--- config.mk ---
export PLATFORM = sky130hd
export DESIGN_NAME = ram_cmd_master
export DESIGN_NICKNAME = d
export VERILOG_FILES = /design/src/rtl/ram_cmd_master.sv
export SDC_FILE = /design/constraint.sdc
export NUM_CORES = 1
export LEC_CHECK = 0
export CAP_MARGIN = 0
export CELL_PAD_IN_SITES_DETAIL_PLACEMENT = 0
export CELL_PAD_IN_SITES_GLOBAL_PLACEMENT = 1
export CORE_MARGIN = 3
export CORE_UTILIZATION = 30
export DETAILED_ROUTE_END_ITERATION = 10
export PLACE_DENSITY_LB_ADDON = 0.1
export SLEW_MARGIN = 0
export SYNTH_ARGS = -nofsm -noshare
export SYNTH_HDL_FRONTEND = slang
export SYNTH_SLANG_ARGS = --single-unit
export TNS_END_PERCENT = 10
--- constraint.sdc ---
create_clock -name clk -period 2.15 [get_ports clk]
set_input_delay 0.3225 -clock clk [delete_from_list [all_inputs] [get_ports clk]]
set_output_delay 0.3225 -clock clk [all_outputs]
set_load 0.03 [all_outputs]
--- src/rtl/ram_cmd_master.sv ---
// Host-to-RAM command sequencer: turns one write/read request into 10-bit RAM command words and returns read data.
// Latency: write 2 cycles (1 on a cached address), read response nominally 4 cycles after accept, TIMEOUT bounds the wait.
// Backpressure: cmd_ready is high only in IDLE; rsp_valid is a one-cycle pulse with no backpressure.
module ram_cmd_master #(
    parameter int ADDR_SIZE  = 8,
    parameter int TIMEOUT    = 8,
    parameter int SKIP_WADDR = 1
) (
    input  logic                 clk,
    input  logic                 rst_n,
    input  logic                 cmd_valid,
    output logic                 cmd_ready,
    input  logic                 cmd_rw,
    input  logic [ADDR_SIZE-1:0] cmd_addr,
    input  logic [ADDR_SIZE-1:0] cmd_wdata,
    output logic                 rsp_valid,
    output logic [ADDR_SIZE-1:0] rsp_data,
    output logic                 rsp_err,
    output logic                 ram_rx_valid,
    output logic [ADDR_SIZE+1:0] ram_din,
    input  logic [ADDR_SIZE-1:0] ram_dout,
    input  logic                 ram_tx_valid,
    output logic                 busy
);
    localparam int CW = $clog2(TIMEOUT + 1);

    typedef enum logic [2:0] {
        S_IDLE, S_W_ADDR, S_W_DATA, S_R_ADDR, S_R_CMD, S_R_WAIT, S_RESP
    } state_t;

    state_t                 r_state;
    state_t                 w_nxt;
    logic [ADDR_SIZE-1:0]   r_addr;
    logic [ADDR_SIZE-1:0]   r_wdata;
    logic [ADDR_SIZE-1:0]   r_cache_addr;
    logic                   r_cache_vld;
    logic [CW-1:0]          r_cnt;
    logic                   w_hit;
    logic                   w_timeout;
    logic                   w_rx_valid;
    logic [ADDR_SIZE+1:0]   w_din;

    assign w_hit     = (SKIP_WADDR != 0) && r_cache_vld && (cmd_addr == r_cache_addr);
    assign w_timeout = (r_cnt == CW'(TIMEOUT - 1));

    // Outputs are registered, so the command word is decoded from the state being entered.
    always_comb begin
        w_nxt      = r_state;
        w_rx_valid = 1'b0;
        w_din      = '0;
        unique case (r_state)
            S_IDLE:   if (cmd_valid) w_nxt = cmd_rw ? S_R_ADDR : (w_hit ? S_W_DATA : S_W_ADDR);
            S_W_ADDR: w_nxt = S_W_DATA;
            S_W_DATA: w_nxt = S_IDLE;
            S_R_ADDR: w_nxt = S_R_CMD;
            S_R_CMD:  w_nxt = S_R_WAIT;
            S_R_WAIT: if (ram_tx_valid || w_timeout) w_nxt = S_RESP;
            S_RESP:   w_nxt = S_IDLE;
            default:  w_nxt = S_IDLE;
        endcase
        unique case (w_nxt)
            S_W_ADDR: begin
                w_rx_valid = 1'b1;
                w_din      = {2'b00, cmd_addr};
            end
            S_W_DATA: begin
                w_rx_valid = 1'b1;
                w_din      = {2'b01, (r_state == S_IDLE) ? cmd_wdata : r_wdata};
            end
            S_R_ADDR: begin
                w_rx_valid = 1'b1;
                w_din      = {2'b10, cmd_addr};
            end
            S_R_CMD: begin
                w_rx_valid = 1'b1;
                w_din      = {2'b11, {ADDR_SIZE{1'b0}}};
            end
            default: begin
                w_rx_valid = 1'b0;
                w_din      = '0;
            end
        endcase
    end

    always_ff @(posedge clk or negedge rst_n) begin
        if (!rst_n) begin
            r_state      <= S_IDLE;
            cmd_ready    <= 1'b1;
            busy         <= 1'b0;
            rsp_valid    <= 1'b0;
            rsp_data     <= '0;
            rsp_err      <= 1'b0;
            ram_rx_valid <= 1'b0;
            ram_din      <= '0;
            r_addr       <= '0;
            r_wdata      <= '0;
            r_cache_addr <= '0;
            r_cache_vld  <= 1'b0;
            r_cnt        <= '0;
        end else begin
            r_state      <= w_nxt;
            cmd_ready    <= (w_nxt == S_IDLE);
            busy         <= (w_nxt != S_IDLE);
            rsp_valid    <= (w_nxt == S_RESP);
            ram_rx_valid <= w_rx_valid;
            ram_din      <= w_din;
            if (r_state == S_IDLE && cmd_valid) begin
                r_addr  <= cmd_addr;
                r_wdata <= cmd_wdata;
            end
            if (r_state == S_W_ADDR) begin
                r_cache_vld  <= 1'b1;
                r_cache_addr <= r_addr;
            end
            // Held at zero outside R_WAIT, saturates at TIMEOUT instead of wrapping.
            if (r_state != S_R_WAIT) begin
                r_cnt <= '0;
            end else if (!ram_tx_valid && r_cnt != CW'(TIMEOUT)) begin
                r_cnt <= r_cnt + 1'b1;
            end
            if (r_state == S_R_WAIT && w_nxt == S_RESP) begin
                rsp_err  <= !ram_tx_valid;
                rsp_data <= ram_tx_valid ? ram_dout : '0;
            end
        end
    end
endmodule

# Yosys cells after proc, flatten, opt, wreduce, memory -nomap -nowiden
# Cells that the tools add are included.
# W data, S select, Z words.
[totals]
register_bits = 55
output_inout_bits = 23
[op_classes]
n_reduce_logical = 11
eq_ne = 13
n_addsub = 1
muxes = 11
[op_table]
columns = ["op", "count"]
rows = [
  ["$pmux W10 S4", 1],
  ["$mux W8", 2],
  ["$pmux W3 S5", 1],
  ["$eq A3 B3 Y1 const B", 4],
  ["$eq A3 B2 Y1 const B", 3],
  ["$eq A8 B8 Y1", 1],
  ["$mux W4", 2],
  ["$eq A3 B1 Y1 const B", 2],
  ["$logic_not A3 Y1", 2],
  ["$mux W3", 2],
  ["$add A4 B1 Y4 const B", 1],
  ["$eq A4 B3 Y1 const B", 1],
  ["$logic_and A1 B1 Y1", 4],
  ["$mux W2", 2],
  ["$ne A4 B4 Y1 const B", 1],
  ["$reduce_or A4 Y1", 1],
  ["$ne A3 B3 Y1 const B", 1],
  ["$reduce_bool A3 Y1", 1],
  ["$reduce_bool A2 Y1", 1],
  ["$logic_not A1 Y1", 1],
  ["$logic_or A1 B1 Y1", 1],
  ["$mux W1", 1],
]

# Longest topological paths before layout
# Gate-level depths: netlist of the first run.
[logic_depth]
word_depth = 9
ltp_mapped = 8
ltp_nobuf = 6

# Least setup slack after synthesis of the first run
# Ideal clock, no wire load.
[synth_path]
kind = "reg2reg"
from = "register r_cache_addr[7]"
to = "register r_state[0]"
t_arrival_ns = 1.483
slack_ns = 0.546
setup_time_ns = 0.122
period_less_slack_ns = 1.604
n_path_buf = 2
stages_incl_launch_ff = 7
cell_sequence = "dfrtp_1 > xor2_1 > nand3b_1 > or3_1 > buf_6 > buf_8 > a32o_1"
[synth_via]
elab_chain_len = 6
[synth_rtl]
columns = ["element", "line", "source"]
rows = [
  ["start: declaration", "35", "logic [ADDR_SIZE-1:0] r_cache_addr;"],
  ["start signal: assignment", "113", "r_cache_addr <= r_addr;"],
  ["$eq A8 B8 Y1", "43", "assign w_hit = (SKIP_WADDR != 0) && r_cache_vld && (cmd_addr == r_cache_addr);"],
  ["$logic_and A1 B1 Y1", "43", ""],
  ["$mux W2 (2 in a row)", "52", "S_IDLE: if (cmd_valid) w_nxt = cmd_rw ? S_R_ADDR : (w_hit ? S_W_DATA : S_W_ADDR);"],
  ["$mux W3", "52", ""],
  ["$pmux W3 S5", "51", "unique case (r_state)"],
  ["via w_nxt[0]", "32", "state_t w_nxt;"],
  ["end signal: assignment", "101", "r_state <= w_nxt;"],
  ["end: declaration", "31", "state_t r_state;"],
]
# The timed path passes the listed nets, and every way through them passes these cells.
# A chain may end at the register's enable or synchronous reset.

# Worst setup path in the final report of the first run
[layout_path]
from = "register cmd_ready"
to = "output port cmd_ready"
[layout_lines]
columns = ["element", "line", "source"]
rows = [
  ["start: declaration", "12", "output logic cmd_ready,"],
  ["start signal: assignment", "102", "cmd_ready <= (w_nxt == S_IDLE);"],
]
# No word-level cell between the ends.

==> impl_results.md, run 1 <==
* Site Rows at 32
* PostCTS Resize Cnt at 0
* Syn-to-layout area delta at 33.54%
* GRT Overall Usage at 0.1338
* Most frequent cell after synthesis: nand2_1
* DRT Pass-1 Iters at 4
* Via count of the first global-routing pass at 1849
* Post-Syn Area at around 2400 µm²
* Hpwl dp at 4120 µm
* TritonCTS clock tree: done
* Antenna Cells at 0
* Routability Congestion at 0.7116
* DR WL/cell at 14.13 µm
* Final Hold Vio Count at 0
* Die X at 95.49 µm
* Placed instance area at 3090 µm²
* Unique masters post-synth at 33
* Worst min path class: in -> async
* Register area share after synthesis at 0.5734
* # fillers at 785
* Net Sw Frac at 0.3803
* Internal Pwr Total at 0.002589 W
* Post-Syn Nets at around 270
* Req. time, crit path at about 1.8 ns
* Worst hold slack at 0.008867 ns
* Sequential share of power at 0.410
* Yosys top cell by area: dfrtp_1
* Buf/Inv on CP at 1
* P_leak at 1.418 nW
* Worst setup path start: cmd_ready$_DFF_PN1_
* Pwr dens at 1302 nW/µm²
* Largest net degree at the start of global routing at 31
* DRC errors left at 0
* Sink Count at 55
* Initial Util at 0.3093
* CTS clk-pin slew, worst paths at roughly 0.1 ns
* Postcts setup bufs at 0
* PortBufs at 51
* Kind of critical path: reg -> out
* Die ar. at 9117 µm²
* Worst slew margin at 0.5963
* H-Tree Depth at 2
* Via/cell ratio at roughly 4.6
* Outcome: finished clean
* Initial antenna violation count at 0
* Combinational share of power at 0.419
* CP top delay family: buffers and inverters
* Clk_lat worst skew at 0.31 ns
* Yosys top cell area share at 0.5625
* Synth async-reset ratio at 1.000
* Final period utilization at 0.8439
* Setup_tns at 0 ns
* Crit Reg-Reg Startpoint: r_state[0]$_DFF_PN0_
* Number of flops mapped to enable cells by yosys at 0
* Root buffer cell: clkbuf_8
* CP endpoint kind: output port
* DRT antenna net count at 0
* F_max at around 0.55 GHz
* CP max stage delay at about 0.66 ns
* Die Y at 95.49 µm
* Net Sw Power at 0.001589 W
* Global-route wire length before repair at 9377 µm
* TritonCTS Buffers at 5
* Total wire length at ~5700 µm
* Fin nets at 330
* Seq cells post-synth at 55
* Area of the core at 7767 µm²
* DR iter-0 viols at 56
* Synth area leaders: dfrtp_1, nand2_1, nand4_1
* Clock skew at 0.006411 ns
* CP Cell Sequence: clkdlybuf4s50_1
* Max Cap Viol at 0
* CP startpoint kind: register
* Synth Flop Type: dfrtp_1
* Synth cell count leaders: nand2_1, dfrtp_1, nand4_1
* Tmin final at approximately 1.8 ns
* Critical path arrival at 1.49 ns
* Utilization after layout at 0.4130
* Top Ports at 52
* Worst Tran Pin Value at 0.6055 ns
* Final Setup Violations at 0
* VDD IR max at 0.4121 mV
* Max Root-Sink Buffers at 2
* GR Overflow Total at 0
* CP Max Fanout at 1
* Syn Area/Cell at 10.09 µm²
* Final max-slew violation count at 0
* Share of cells above drive strength 1 at 0.1300
* Via count at 1862
* Final Instance Area at 3208 µm²
* Mapped Cells at approximately 240
* Unrepaired setup endpoints after global routing: false
* Syn. warnings at 0
* CTS Hold Buffers Added at 0
* CP max stage cell: clkdlybuf4s50_1
* Clock Power Share at 0.171
-- per-layer routing --
| layer | wire (µm) | GRT usage |
|---|---|---|
| met1 | 2910 | 0.2025 |
| met2 | 2358 | 0.1848 |
| met3 | 341 | 0.03394 |
| met4 | 70 | 0.04265 |
| met5 | 0 | 0 |
-- final timing paths --
kind	end	depth (start not counted)	slack, ns
setup / recovery	cmd_ready	1	0.34
hold / removal	ram_rx_valid$_DFF_PN0_	1	0.009
setup reg to reg	rsp_data[5]$_DFFE_PN0P_	5	0.39
hold reg to reg	r_addr[1]$_DFFE_PN0P_	2	0.48
max in group asynchronous	r_addr[6]$_DFFE_PN0P_	2	1.57
min in group clk	r_addr[1]$_DFFE_PN0P_	2	0.48
-- metrics by stage --
stage | power, W | worst slack, ns | cells
after floorplan | 0.002796 | 0.5457 | 238
after global placement | 0.003502 | 0.1070 | 394
after detailed placement | 0.003519 | 0.09093 | 394
after CTS | 0.004238 | 0.3109 | 402
after global routing | 0.004482 | 0.2175 | 402
final | 0.004178 | 0.3356 | 402
-- logic make-up (layout without fill, tap and decap cells) --
family                   count (synthesis)  count (layout)  synth area share
adder cells (fa/ha/maj)                  2               2           0.01042
AO/OA/AOI/OAI                           25              25           0.06354
flip-flops                              55              55            0.5734
AND/OR/NAND/NOR                        113             113            0.2203
multiplexers                            10              10           0.04584
XOR/XNOR                                11              11           0.04010
buffers and inverters                   22              84           0.04635
-- flip-flops by register name (all words and copies together), names as in the netlist --
| name | count |
|---|---|
| cmd_ready | 1 |
| r_addr | 8 |
| rsp_data | 8 |
| rsp_err | 1 |
| r_cnt | 4 |
| r_state | 3 |
| ram_din | 10 |
| ram_rx_valid | 1 |
| rsp_valid | 1 |
| r_cache_addr | 8 |
| r_wdata | 8 |
| r_cache_vld | 1 |
| busy | 1 |
-- cell type report --
type	count	area, µm²	share of cell area
timing repair buffer	67	638.1	0.1989
sequential	55	1378	0.4294
clock buffer	6	82.58	0.02574
multi-input combinational	161	913.4	0.2847
inverter	9	33.78	0.01053
tap	102	127.6	0.03978
clock inverter	2	35.03	0.01092
-- layout by cell type (no fill, tap or decap), types with 2 or more instances in the layout --
| master | count |
|---|---|
| a21oi_1 | 3 |
| a31oi_1 | 2 |
| buf_4 | 15 |
| clkbuf_8 | 6 |
| clkdlybuf4s50_1 | 50 |
| dfrtp_1 | 54 |
| ha_1 | 2 |
| inv_1 | 8 |
| mux2_2 | 8 |
| mux2i_1 | 2 |
| nand2_1 | 65 |
| nand3_1 | 10 |
| nand3b_1 | 2 |
| nand4_1 | 19 |
| nor2_1 | 7 |
| nor3_2 | 2 |
| o211ai_1 | 8 |
| o21ai_0 | 10 |
| or2_2 | 2 |
| xnor2_1 | 10 |
-- power by group through the flow --
stage | Sequential (W) | Clock [W] | Combinational [W]
after floorplan | 0.00200 | 0 | 0.000791
after global placement | 0.00174 | 0 | 0.00176
after detailed placement | 0.00173 | 0 | 0.00178
after CTS | 0.00171 | 0.000742 | 0.00178
after global routing | 0.00177 | 0.000779 | 0.00193
final | 0.00171 | 0.000713 | 0.00175
Power figures use the tool's default switching activity.
==> inputs of run 2 (changes only) <==
==> constraint.sdc (replaced) <==
create_clock -name clk -period 1.85 [get_ports clk]
set_input_delay 0.2775 -clock clk [delete_from_list [all_inputs] [get_ports clk]]
set_output_delay 0.2775 -clock clk [all_outputs]
set_load 0.03 [all_outputs]
==> run 2 against run 1 <==
Net effect:
- first-iteration DRC count decreased by 1.8%
- critical path type unchanged
- die area is the same
- combinational power grew 24%
- utilization grew 1.0 points
- final cell count rose by 3.0%
- largest cell class unchanged
==> impl_results.md, run 2 (synthesis gave the netlist of run 1 again) <==
* Outcome: finished clean
* Total wire length at 5751 µm (+1.3%)
* Area of the multi-input gates at 913.4 µm² (unchanged)
* Largest register by flop count: ram_din
* CTS clk-pin slew, worst paths at 0.10 ns (about the same)
* GR Overflow Total at 0 (unchanged)
* Worst slew margin at 0.7429 (+0.1466)
* Tmin final at 1.765 ns
* Max Cap Viol at 0 (unchanged)
* CP Max Fanout at 1 (unchanged)
* Via count at 1854 (-0.43%)
* Top Ports at 52 (unchanged)
* Antenna Cells at 0 (unchanged)
* Die X at 95.49 µm (unchanged)
* CP startpoint kind: register
* # fillers at 795 (+1.3%)
* Buf/Inv on CP at 1 (unchanged)
* PostCTS Resize Cnt at 0 (unchanged)
* Max reg flops at 10 (unchanged)
* Critical path arrival at 1.49 ns (about the same)
* DRC errors left at 0 (unchanged)
* Via/cell ratio at 4.478 (-3.3%)
* CP top delay family: buffers and inverters
* Die ar. at 9117 µm² (unchanged)
* Site Rows at 32 (unchanged)
* DR iter-0 viols at 55 (-1.8%)
* PortBufs at 51 (unchanged)
* P_leak at 1.465 nW (+3.3%)
* Global-route wire length before repair at 9494 µm (+1.2%)
* Hpwl dp at 4087 µm (-0.81%)
* TritonCTS Buffers at 5 (unchanged)
* Place WS at -0.1225 ns (-0.2134 ns)
* Final Hold Vio Count at 0 (unchanged)
* Clock skew at 0.006609 ns (+0.0001982 ns)
* DR WL/cell at 13.89 µm (-1.7%)
* F_max at approximately 0.57 GHz
* Initial antenna violation count at 0 (unchanged)
* CP max stage cell: clkdlybuf4s50_1
* Area of the core at 7767 µm² (unchanged)
* Seq. cell area at 1378 µm² (unchanged)
* Initial Util at 0.3093 (unchanged)
* Utilization after layout at 0.4232 (+0.01015)
* Clk_lat worst skew at 0.31 ns (about the same)
* Final max-slew violation count at 0 (unchanged)
* VDD IR max at 0.4598 mV (+12%)
* Final Setup Violations at 0 (unchanged)
* Pwr dens at 1476 nW/µm² (+13%)
* Most frequent cells in the layout: nand2_1, dfrtp_1, clkdlybuf4s50_1, buf_4, nand4_1
* Largest net degree at the start of global routing at 56 (+81%)
* DRT antenna net count at 0 (unchanged)
* Syn-to-layout area delta at 36.82%
* Unrepaired setup endpoints after global routing: false
* Via count of the first global-routing pass at 1913 (+3.5%)
* GRT Overall Usage at 0.1358 (+0.001952)
* Root buffer cell: clkbuf_8
* TritonCTS clock tree: done
* Sink Count at 55 (unchanged)
* Die Y at 95.49 µm (unchanged)
* Share of cells above drive strength 1 at 0.1603 (+0.03026)
* Final WS setup at 0.08523 ns (-0.2503 ns)
* Worst Tran Pin Value at 0.3839 ns (-0.2217 ns)
* Commonest non-fill, non-tap cell in the layout: nand2_1
* Kind of critical path: reg -> out
* Req. time, crit path at 1.57 ns (-0.26 ns)
* H-Tree Depth at 2 (unchanged)
* Worst min path class: reg -> reg
* DRT Pass-1 Iters at 4 (unchanged)
* Routability Congestion at 0.7647 (+7.5%)
* Final period utilization at 0.9539
* CP endpoint kind: output port
* Max Root-Sink Buffers at 2 (unchanged)
* CP Cell Sequence: clkdlybuf4s50_1
* Fin nets at 342 (+3.6%)
* CP max stage delay at 0.66 ns (about the same)
## run 2: final timing paths
check / start / endpoint / slack (ns) / cells past startpoint
hold reg to reg: r_addr[5]$_DFFE_PN0P_ / r_addr[5]$_DFFE_PN0P_ / 0.48 / 2
hold / removal: r_addr[5]$_DFFE_PN0P_ / r_addr[5]$_DFFE_PN0P_ / 0.48 / 2
setup / recovery: cmd_ready$_DFF_PN1_ / cmd_ready / 0.09 / 1
min in group asynchronous: rst_n / rsp_data[1]$_DFFE_PN0P_ / 0.49 / 3
setup reg to reg: r_cache_addr[3]$_DFFE_PN0P_ / r_state[0]$_DFF_PN0_ / 0.22 / 5
max in group asynchronous: rst_n / cmd_ready$_DFF_PN1_ / 1.07 / 3
## run 2: cell type report
| cell class | instances | area share |
|---|---|---|
| Clock inverter | 1 | 0.002284 |
| Clock buffer | 7 | 0.02931 |
| Inverter | 9 | 0.01028 |
| Timing Repair Buffer | 79 | 0.2223 |
| Tap cell | 102 | 0.03883 |
| Multi-Input combinational cell | 161 | 0.2779 |
| Sequential cell | 55 | 0.4191 |
## run 2: metrics by stage
| step | std cells | total power (W) | hold WS [ns] | cell area [µm²] | TNS, ns |
|---|---|---|---|---|---|
| 2_1_floorplan | 238 | 0.003249 | -0.01809 | 2402 | 0 |
| 3_3_place_gp | 405 | 0.004163 | 0.3062 | 3173 | -0.8358 |
| 3_5_place_dp | 405 | 0.004171 | 0.3047 | 3173 | -1.029 |
| 4_1_cts | 414 | 0.004919 | 0.4871 | 3287 | 0 |
| 5_1_grt | 414 | 0.005205 | 0.5092 | 3287 | 0 |
| 6_report | 414 | 0.004850 | 0.4850 | 3287 | 0 |
## run 2: where the power goes
group | switching (W) | leakage, nW | total [W] | internal, W
logic | 0.00121 | 0.714 | 0.00217 | 0.000959
registers | 0.000261 | 0.700 | 0.00195 | 0.00169
clock network | 0.000389 | 0.0505 | 0.000730 | 0.000341
total | 0.00186 | 1.46 | 0.00485 | 0.00299
## run 2: metal layers
metal	global-route usage	wire (µm)	vias to the layer above
met1	0.1963	2908	863
met3	0.03315	277	5
met4	0.04502	71	0
met2	0.1983	2494	38
met5	0	0	-
li1	-	-	948
## run 2: timing repair
action	4_1_cts	5_1_grt
hold buffers	1	0
hold endpoints to repair	54	0
buffers inserted	0	0
setup endpoints to repair	0	0
## run 2: worst min-delay path: stages (launching register included)
cell     delay [ns]
dfrtp_1        0.35
nand2_1        0.05
nand2_1        0.06
==> inputs of run 3 (changes only) <==
--- a/config.mk
+++ b/config.mk
@@ -9,10 +9,10 @@
 export CELL_PAD_IN_SITES_DETAIL_PLACEMENT = 0
 export CELL_PAD_IN_SITES_GLOBAL_PLACEMENT = 1
 export CORE_MARGIN = 3
-export CORE_UTILIZATION = 30
+export CORE_UTILIZATION = 38
 export DETAILED_ROUTE_END_ITERATION = 10
 export PLACE_DENSITY_LB_ADDON = 0.1
-export SLEW_MARGIN = 0
+export SLEW_MARGIN = 20
 export SYNTH_ARGS = -nofsm -noshare
 export SYNTH_HDL_FRONTEND = slang
 export SYNTH_SLANG_ARGS = --single-unit
==> run 3 against run 2 <==
Net effect:
- final area is 2.2% lower
- final cell count is 7.0% lower
- first-iteration DRC count is 110% higher
- global-route usage is 2.8 points higher
- sequential power hardly changed
- critical path depth stayed put
- combinational power hardly changed
- worst hold slack worse by 0.0048 ns
- sequential cell count stayed put
- largest cell class unchanged
==> impl_results.md, run 3 (synthesis gave the netlist of run 1 again) <==
* Seq. cell area at 1378 µm² (unchanged)
* Commonest non-fill, non-tap cell in the layout: nand2_1
* Top Ports at 52 (unchanged)
* Global-route wire length before repair at 9522 µm (+0.29%)
* WL met2 at 2309 µm (-7.4%)
* Max reg flops at 10 (unchanged)
* Worst min path class: reg -> reg
* Postcts setup bufs at 0 (unchanged)
* Clock skew at 0.005596 ns (-0.001013 ns)
* Final WS setup at 0.09944 ns (+0.01421 ns)
* P_leak at 1.447 nW (-1.2%)
* Fin nets at 340 (-0.58%)
* CP top delay family: buffers and inverters
* CP startpoint kind: register
* TritonCTS Buffers at 5 (unchanged)
* Placed cells at 376 (-7.2%)
* Area of the multi-input gates at 913.4 µm² (unchanged)
* Clk_lat worst skew at 0.30 ns (about the same)
* Utilization after layout at 0.5336 (+0.1105)
* Final Hold Vio Count at 0 (unchanged)
* CTS Hold Buffers Added at 1 (unchanged)
* Worst setup path start: cmd_ready$_DFF_PN1_
* Via/cell ratio at 4.930 (+10%)
* PostCTS Resize Cnt at 0 (unchanged)
* Kind of critical path: reg -> out
* DR WL/cell at 13.89 µm (about the same)
* DRT Pass-1 Iters at 4 (unchanged)
* Highest routed layer: met4
* Site Rows at 28 (-13%)
* DRT antenna net count at 0 (unchanged)
* Crit Reg-Reg Startpoint: r_cache_addr[1]$_DFFE_PN0P_
* Root buffer cell: clkbuf_8
* Pwr dens at 1466 nW/µm² (-0.63%)
* Unrepaired setup endpoints after global routing: false
* Total wire length at 5346 µm (-7.0%)
* Sink Count at 55 (unchanged)
* Critical path arrival at 1.47 ns (-0.02 ns)
* Max Root-Sink Buffers at 2 (unchanged)
* Non-Filler Instances at 385 (-7.0%)
* DRC errors left at 0 (unchanged)
* DR iter-0 viols at 117 (+110%)
* Share of cells above drive strength 1 at 0.1484 (-0.01187)
* CP endpoint kind: output port
* Tmin final at 1.751 ns (-0.01421 ns)
* TritonCTS clock tree: done
* H-Tree Depth at 2 (unchanged)
* CTS clk-pin slew, worst paths at 0.09 ns (about the same)
* CP Max Fanout at 1 (unchanged)
* Worst slew margin at 0.7514 (+0.008524)
* Met3 routed WL at 236 µm (-15%)
* Final Setup Violations at 0 (unchanged)
* Syn-to-layout area delta at 33.85%
* GR Overflow Total at 0 (unchanged)
* Routability Congestion at 0.7407 (-3.1%)
* Antenna Cells at 0 (unchanged)
* VDD IR max at 0.7526 mV (+64%)
* CP max stage delay at 0.66 ns (about the same)
* Die ar. at 7312 µm² (-20%)
* Max Cap Viol at 0 (unchanged)
* Outcome: finished clean
* Die X at 85.51 µm (-10%)
* Initial antenna violation count at 0 (unchanged)
* GRT Overall Usage at 0.1633 (+0.02758)
* Setup_tns at 0 ns (unchanged)
* Via count at 1898 (+2.4%)
* CP max stage cell: clkdlybuf4s50_1
* F_max at 0.5712 GHz (+0.81%)
* Via count of the first global-routing pass at 1908 (-0.26%)
* Worst Tran Pin Value at 0.3711 ns (-0.01273 ns)
* # fillers at 576 (-28%)
* Hpwl dp at 3849 µm (-5.8%)
* Most frequent cells in the layout: nand2_1, dfrtp_1, clkdlybuf4s50_1, buf_4, nand4_1
* Largest net degree at the start of global routing at 56 (unchanged)
* PortBufs at 51 (unchanged)
* Final max-slew violation count at 0 (unchanged)
* Area of the core at 6026 µm² (-22%)
* Die Y at 85.51 µm (-10%)
* Final period utilization at 0.9463 (-0.007680)
* Req. time, crit path at 1.57 ns (about the same)
* Largest register by flop count: ram_din
* Place WS at -0.1103 ns (+0.01217 ns)
* Wl on met1 at 2740 µm (-5.8%)
* Hold_sp: r_addr[6]$_DFFE_PN0P_
* CP Cell Sequence: clkdlybuf4s50_1
* Initial Util at 0.3987 (+0.08939)
* Buf/Inv on CP at 1 (unchanged)
-- run 3: worst reg2reg max path: cells and delay by family, from the launching register on --
kind	cells	cell delay (ns)
flops	1	0.40
simple gates	3	0.59
xor+xnor	1	0.25
compound gates	1	0.09
buf+inv	1	0.20
-- run 3: final timing paths --
kind / end / slack [ns] / depth (start not counted)
max: cmd_ready / 0.1 / 1
min: r_addr[6]$_DFFE_PN0P_ / 0.48 / 2
max reg2reg: ram_din[1]$_DFF_PN0_ / 0.20 / 6
min reg2reg: r_addr[6]$_DFFE_PN0P_ / 0.48 / 2
max in group asynchronous: cmd_ready$_DFF_PN1_ / 1.06 / 3
min in group asynchronous: rsp_data[5]$_DFFE_PN0P_ / 0.50 / 3
-- run 3: per-layer routing --
layer  track usage  vias to the layer above
met2        0.2345                       46
met3       0.03170                        6
met4       0.04317                        0
met5             0                        -
li1              -                      945
met1        0.2527                      901
-- run 3: final cells by class --
class,count,share of cell area
well taps,75,0.02918
repair buffers,77,0.2226
clock inverters,1,0.001556
flip-flops and latches,55,0.4284
multi-input cells,161,0.2840
inverters,9,0.01051
clock buffers,7,0.02374
-- run 3: metrics by stage --
step                      cell area (µm²)  power (W)  hold WS (ns)
after floorplan                      2402   0.003249      -0.01809
after CTS                            3216   0.004781        0.4867
after detailed placement             3124   0.004143        0.2974
final                                3216   0.004715        0.4801
after global placement               3124   0.004110        0.3001
after global routing                 3216   0.005094        0.5108
-- run 3: where the power goes --
group / internal [W] / total (W) / switching [W]
combinational: 0.000947 / 0.00215 / 0.00120
sequential: 0.00169 / 0.00194 / 0.000254
clock: 0.000267 / 0.000625 / 0.000358
